[src/rtl/reg_file_if.sv]
// Register file port bundle: one write port and two read ports.
// The master drives the write port and read addresses. The slave (the
// register file) returns the registered read data and valid flags.
interface reg_file_if #(
    parameter int WIDTH  = 16,
    parameter int ADDR_W = 3
);
    logic              clr;
    logic              wr_en;
    logic [ADDR_W-1:0] wr_addr;
    logic [WIDTH-1:0]  wr_data;
    logic [ADDR_W-1:0] rd_addr_a;
    logic [WIDTH-1:0]  rd_data_a;
    logic              rd_valid_a;
    logic [ADDR_W-1:0] rd_addr_b;
    logic [WIDTH-1:0]  rd_data_b;
    logic              rd_valid_b;

    modport master (
        output clr, wr_en, wr_addr, wr_data, rd_addr_a, rd_addr_b,
        input  rd_data_a, rd_valid_a, rd_data_b, rd_valid_b
    );

    modport slave (
        input  clr, wr_en, wr_addr, wr_data, rd_addr_a, rd_addr_b,
        output rd_data_a, rd_valid_a, rd_data_b, rd_valid_b
    );
endinterface

[src/rtl/reg_file.sv]
// General-purpose register file: DEPTH words of WIDTH bits. Each word has a
// valid flag. There is one write port and two independent read ports with
// registered outputs, plus a single-cycle clear. When BYPASS=1, a read returns
// the array state after the same edge's clear/write. When BYPASS=0, it returns
// the state before that edge.
module reg_file #(
    parameter int WIDTH  = 16,
    parameter int DEPTH  = 8,
    parameter int BYPASS = 1,
    localparam int ADDR_W = (DEPTH > 2) ? $clog2(DEPTH) : 1
) (
    input  logic            clk,
    input  logic            rst_n,
    reg_file_if.slave       bus
);
    // DEPTH always fits in ADDR_W+1 bits, so range checks stay width-exact.
    localparam logic [ADDR_W:0] DEPTH_L = (ADDR_W + 1)'(DEPTH);

    logic [WIDTH-1:0] mem [0:DEPTH-1];
    logic [DEPTH-1:0] vld;
    logic             wr_ok;
    logic [WIDTH:0]   next_a;
    logic [WIDTH:0]   next_b;

    function automatic logic in_range(input logic [ADDR_W-1:0] addr);
        return ({1'b0, addr} < DEPTH_L);
    endfunction

    // Returns {valid, data} that a read of addr should capture at this edge.
    function automatic logic [WIDTH:0] read_word(
        input logic [ADDR_W-1:0] addr,
        input logic              wr_hit,
        input logic [ADDR_W-1:0] waddr,
        input logic [WIDTH-1:0]  wdata,
        input logic              clr_now
    );
        logic [WIDTH:0] r;
        r = '0;
        if (in_range(addr)) begin
            if (BYPASS != 0 && wr_hit && waddr == addr)
                r = {1'b1, wdata};
            else if (BYPASS != 0 && clr_now)
                r = '0;
            else
                r = {vld[addr], mem[addr]};
        end
        return r;
    endfunction

    // Writes to out-of-range addresses are dropped entirely.
    assign wr_ok = bus.wr_en && in_range(bus.wr_addr);

    // Next read values for both ports, with the bypass rule applied.
    always_comb begin
        next_a = read_word(bus.rd_addr_a, wr_ok, bus.wr_addr, bus.wr_data, bus.clr);
        next_b = read_word(bus.rd_addr_b, wr_ok, bus.wr_addr, bus.wr_data, bus.clr);
    end

    // Array update: clear first, then any write, so a write during a clear survives.
    always_ff @(posedge clk or negedge rst_n) begin
        if (!rst_n) begin
            for (int i = 0; i < DEPTH; i++) mem[i] <= '0;
            vld <= '0;
        end else begin
            if (bus.clr) begin
                for (int i = 0; i < DEPTH; i++) mem[i] <= '0;
                vld <= '0;
            end
            if (wr_ok) begin
                mem[bus.wr_addr] <= bus.wr_data;
                vld[bus.wr_addr] <= 1'b1;
            end
        end
    end

    // Registered read ports.
    always_ff @(posedge clk or negedge rst_n) begin
        if (!rst_n) begin
            bus.rd_data_a  <= '0;
            bus.rd_valid_a <= 1'b0;
            bus.rd_data_b  <= '0;
            bus.rd_valid_b <= 1'b0;
        end else begin
            bus.rd_data_a  <= next_a[WIDTH-1:0];
            bus.rd_valid_a <= next_a[WIDTH];
            bus.rd_data_b  <= next_b[WIDTH-1:0];
            bus.rd_valid_b <= next_b[WIDTH];
        end
    end
endmodule

[src/flat_wrapper.sv]
// flat-port wrapper written by rule: the top's interface ports become plain ports
module reg_file_flat 
#(
    parameter int WIDTH  = 16,
    parameter int DEPTH  = 8,
    parameter int BYPASS = 1,
    localparam int ADDR_W = (DEPTH > 2) ? $clog2(DEPTH) : 1
)
  (clk, rst_n, bus_clr, bus_wr_en, bus_wr_addr, bus_wr_data, bus_rd_addr_a, bus_rd_addr_b, bus_rd_data_a, bus_rd_valid_a, bus_rd_data_b, bus_rd_valid_b);
  reg_file_if #(.WIDTH(WIDTH), .ADDR_W(3)) bus_i ();
  input  logic clk;
  input  logic rst_n;
  input wire logic [$bits(bus_i.clr)-1:0] bus_clr;
  input wire logic [$bits(bus_i.wr_en)-1:0] bus_wr_en;
  input wire logic [$bits(bus_i.wr_addr)-1:0] bus_wr_addr;
  input wire logic [$bits(bus_i.wr_data)-1:0] bus_wr_data;
  input wire logic [$bits(bus_i.rd_addr_a)-1:0] bus_rd_addr_a;
  input wire logic [$bits(bus_i.rd_addr_b)-1:0] bus_rd_addr_b;
  output wire logic [$bits(bus_i.rd_data_a)-1:0] bus_rd_data_a;
  output wire logic [$bits(bus_i.rd_valid_a)-1:0] bus_rd_valid_a;
  output wire logic [$bits(bus_i.rd_data_b)-1:0] bus_rd_data_b;
  output wire logic [$bits(bus_i.rd_valid_b)-1:0] bus_rd_valid_b;
  assign bus_i.clr = bus_clr;
  assign bus_i.wr_en = bus_wr_en;
  assign bus_i.wr_addr = bus_wr_addr;
  assign bus_i.wr_data = bus_wr_data;
  assign bus_i.rd_addr_a = bus_rd_addr_a;
  assign bus_i.rd_addr_b = bus_rd_addr_b;
  assign bus_rd_data_a = bus_i.rd_data_a;
  assign bus_rd_valid_a = bus_i.rd_valid_a;
  assign bus_rd_data_b = bus_i.rd_data_b;
  assign bus_rd_valid_b = bus_i.rd_valid_b;
  reg_file #(.WIDTH(WIDTH), .DEPTH(DEPTH), .BYPASS(BYPASS)) u_core (.clk(clk), .rst_n(rst_n), .bus(bus_i));
endmodule
[config.mk]
export PLATFORM = sky130hd
export DESIGN_NAME = reg_file_flat
export DESIGN_NICKNAME = d
export VERILOG_FILES = /design/src/rtl/reg_file_if.sv /design/src/rtl/reg_file.sv /design/src/flat_wrapper.sv
export SDC_FILE = /design/constraint.sdc
export NUM_CORES = 1
export LEC_CHECK = 0
export CELL_PAD_IN_SITES_DETAIL_PLACEMENT = 1
export CELL_PAD_IN_SITES_GLOBAL_PLACEMENT = 1
export CORE_MARGIN = 2
export CORE_UTILIZATION = 47
export CTS_CLUSTER_DIAMETER = 50
export DETAILED_ROUTE_END_ITERATION = 8
export GPL_TIMING_DRIVEN = 0
export PLACE_DENSITY = 0.82
export SYNTH_ARGS = -nofsm -noshare
export SYNTH_HDL_FRONTEND = slang
export SYNTH_SLANG_ARGS = --single-unit
[constraint.sdc]
create_clock -name clk -period 1.29 [get_ports clk]
set_input_delay 0.129 -clock clk [delete_from_list [all_inputs] [get_ports clk]]
set_output_delay 0.129 -clock clk [all_outputs]
set_load 0.05 [all_outputs]
==> summary by stage <==
Worst setup path
STA classifies the critical path startpoint as a flop. The slowest stage of the critical path is the sky130_fd_sc_hd__mux4_2 cell. The startpoint identified for the worst register-to-register timing path is u_core.mem[30]. For flop-to-flop paths, the worst setup slack is -110 ps. The length in cells of the worst reg-to-reg path is 3. The buffering stage count on the worst path with inverters included is 0. The cell family with the largest share of critical-path delay is multiplexers. The capture point of the worst reg-to-reg path is u_core.bus.rd_data_a[14]. The maximum fanout along the worst path is 3. The kind of end point of the critical path is a flop. On the worst path, the slowest cell contributes a delay of 540 ps.

STA puts the critical path data arrival time at 1730 ps. Walking the worst path, the cells encountered are mux4_2 > mux2i_2 > o2bb2ai_1. Following the worst setup path forward leads to its endpoint at u_core.bus.rd_data_a[14]. The critical path runs through a total of 3 cells. The timing startpoint of the critical path is u_core.mem[30]. The class of the most critical setup path is reg2reg. Data on the critical path is required at its endpoint by 1620 ps.

Routing
The routed length per instance is 27.5 um. The total routed wirelength is 32,000 um. The detailed-route vias per instance is 6.45. The detailed-route via count is 7,509. The initial DRC count is 703. Once detail routing completed, the nets flagged for antenna violations numbered 0.

The number of remaining DRC errors is 0. Before antenna repair, the detailed router went through 7 iterations.

Floorplan
For this configuration, the core starts out at a cell density of 47.8%. The number of top-level pins is 63. The overall die height is 142 um. The row count is 50. The floorplan step defined a die boundary enclosing 20,100 sq um. The die outline width is 142 um. The region available for standard cell placement spans ~19,000 sq um.

Logic synthesis
The Yosys step of the flow raised 0 warnings. Sequential elements use 47.7% of the synthesized area. The post-synthesis area per instance is ~11 sq um. Among all flip-flop cells after synthesis, the most frequent one is sky130_fd_sc_hd__dfrtp_1. The synthesized area is slightly below 9000 sq um. Counting distinct cell types in the post-synthesis netlist gives 32. The synthesized netlist net count is 857. The async set or reset register ratio after synthesis is 100%. Synthesis inferred 170 register bits. The post-synthesis cell count is 828.

Counting flops with a built-in enable in the synthesized netlist gives 0.

Timing
The transition time at the pin with the least slew margin is 607 ps. Based on the critical path, the design can be clocked at up to 715 MHz. Measured against its own limit, the worst slew margin works out to 59.5%. Across the routed clock network, the largest skew measured is 5.78 ps.

Of the available clock period, the critical path in the final layout requires 108%. On the final layout, the worst hold slack is 108 ps. Setup violations remaining at the end of the flow were counted as 18. In the post-route analysis, the smallest setup slack over all paths is -109 ps. The final period demand of the worst path is 1400 ps. The hold violation count in the final report is 0. The final count of pins violating max slew came to 0. Setup repair after global routing could not meet its margin everywhere.

Place
The worst setup slack after placement is -988 ps. The congestion estimate from routability-driven global placement came to between 0.8 and 0.9. During placement, the flow inserted port buffers numbering 43.

The estimated wirelength of the detail-placed design is 19,800 um. The cell count after placement is 1,106.

Layout
The total inserted antenna cells is 0. The library cell used most frequently in the layout, excluding fill and tap cells, is sky130_fd_sc_hd__nand2_1. Compared with the post-synthesis result, the final layout area differs by 19.9%.

The fraction of final layout cells with drive strength greater than 1 is between 20% and 30%. Leaving out fill and tap cells, the most frequent cells in the layout are sky130_fd_sc_hd__nand2_1, sky130_fd_sc_hd__dfrtp_1, sky130_fd_sc_hd__o21ai_0. The number of nets in the final layout is between 900 and 1,000. The filler-free cell count of the finished design is 1,164.

Power and ir drop
In this run the power density over the cells is 1160 nW/um^2. The worst voltage drop across the vdd grid is approximately 860 uV. The power consumption is ~12 mW. The leakage power is 4.67 nW.

GRT
The all-layer global routing usage is 32.7%. The number of global-route vias before repair is ~8,100. The number of antenna violations at the first check in global routing is 0.

The maximum number of pins on one net before global-route repair is 99. The global-route wire length before repair is between 40,000 and 50,000 um. For this run the aggregate overflow at the end of global routing stands at 0.

Clocking
The clock tree root driver cell is sky130_fd_sc_hd__clkbuf_16. Counting every sink on the clock net gives 170. Clock latency on the worst-skew pair, taken at its later pin, is 450 ps. In this run the deepest clock path goes through 2 buffers. The H-tree generated during clock tree synthesis spans 4 levels.

The clock slew at the register clock pins of the worst setup and hold paths is ~70 ps. The number of clock buffers added by TritonCTS is 17. TritonCTS built the clock tree.

Run status
The run finished, with violations left. The final reports fail on negative setup slack.

Min path
The worst hold path class is in2reg.

Job
Max-cap violations in this run came to 0.
layout make-up:
type / instances / area [sq um]
Multi-Input combinational cell: 568 / 4230
Clock inverter: 8 / 47.5
Sequential cell: 170 / 4250
Buffer: 84 / 686
Timing Repair Buffer: 76 / 699
Inverter: 2 / 10.0
Fill cell: 2002 / 7950
Tap cell: 234 / 293
Clock buffer: 22 / 474
cell families (layout without fill, tap and decap cells):
kind of cell / count (synthesis) / after routing / share of synthesized area (%)
AOI/OAI and AO/OA: 178 / 178 / 11.9
xor gates and xnor gates: 6 / 6 / 0.589
buffers and inverters: 90 / 192 / 5.07
DFF: 170 / 170 / 47.7
and+or+nand+nor: 280 / 280 / 12.8
muxes: 104 / 104 / 21.9
cells in the mapped netlist, types with 6 or more instances:
cell | instances | area, sq um
sky130_fd_sc_hd__buf_6 | 8 | 90.1
sky130_fd_sc_hd__o2bb2ai_1 | 30 | 263
sky130_fd_sc_hd__o21ai_0 | 116 | 581
sky130_fd_sc_hd__xnor2_1 | 6 | 52.6
sky130_fd_sc_hd__o21ai_1 | 12 | 60.1
sky130_fd_sc_hd__mux2_2 | 8 | 90.1
sky130_fd_sc_hd__clkbuf_1 | 41 | 154
sky130_fd_sc_hd__dfrtp_1 | 170 | 4250
sky130_fd_sc_hd__a21o_1 | 8 | 60.1
sky130_fd_sc_hd__buf_2 | 34 | 170
sky130_fd_sc_hd__mux2i_1 | 34 | 340
sky130_fd_sc_hd__mux4_1 | 34 | 893
sky130_fd_sc_hd__mux4_2 | 28 | 631
sky130_fd_sc_hd__nand2_1 | 260 | 976
worst min-delay path, delay by kind of cell:
family,cells,cell delay (ps)
buffers and inverters,1,210
AOI/OAI and AO/OA,1,50
and+or+nand+nor,1,120
metrics by stage:
stage               utilization, %  cell area, sq um  setup TNS (ps)
finish                        57.3             10700            -650
global route                  57.3             10700           -1090
CTS                           56.7             10600            -225
detailed placement            51.9              9670         -122650
global placement              51.7              9640        -1307410
floorplan                        -              8920               0
state kept, by name, summed over array words and instances (netlist names):
register,flops
u_core.mem,128
u_core.bus.rd_data_a,16
u_core.bus.rd_data_b,16
u_core.bus.rd_valid_a,1
u_core.bus.rd_valid_b,1
u_core.vld,8
repair_timing:
| item | CTS | global route |
|---|---|---|
| hold buffers | 1 | 0 |
| setup buffers | 20 | 11 |
| gates resized for setup | 231 | 64 |
| pin swaps | 1 | 3 |
| hold endpoints to repair | 72 | 0 |
| setup endpoints to repair | 199 | 156 |
metal layers:
layer | part of all wire (%) | GRT usage (%) | vias to the layer above
met1 | 40 | 42.6 | 3894
met2 | 48 | 52.0 | 405
met5 | 0 | 0 | -
li1 | - | - | 3094
met4 | 3.7 | 15.6 | 0
met3 | 8.1 | 8.10 | 116
where the power goes:
| group | total (mW) | switching [mW] | internal [mW] |
|---|---|---|---|
| registers | 5.69 | 0.150 | 5.54 |
| clock network | 4.78 | 2.21 | 2.57 |
| logic | 1.91 | 1.21 | 0.704 |
worst min-delay path by stage:
stage               startpoint                      end  slack [ps]  depth (start not counted)
2_1_floorplan            rst_n  u_core.bus.rd_data_a[0]        -170                          0
3_3_place_gp     u_core.vld[1]            u_core.vld[1]         480                          1
3_5_place_dp             rst_n           u_core.mem[89]         140                          1
4_1_cts        bus_wr_data[15]           u_core.mem[15]          90                          3
5_1_grt        bus_wr_data[15]           u_core.mem[15]         150                          3
6_report       bus_wr_data[15]           u_core.mem[15]         110                          3
Power figures use the tool's default switching activity.
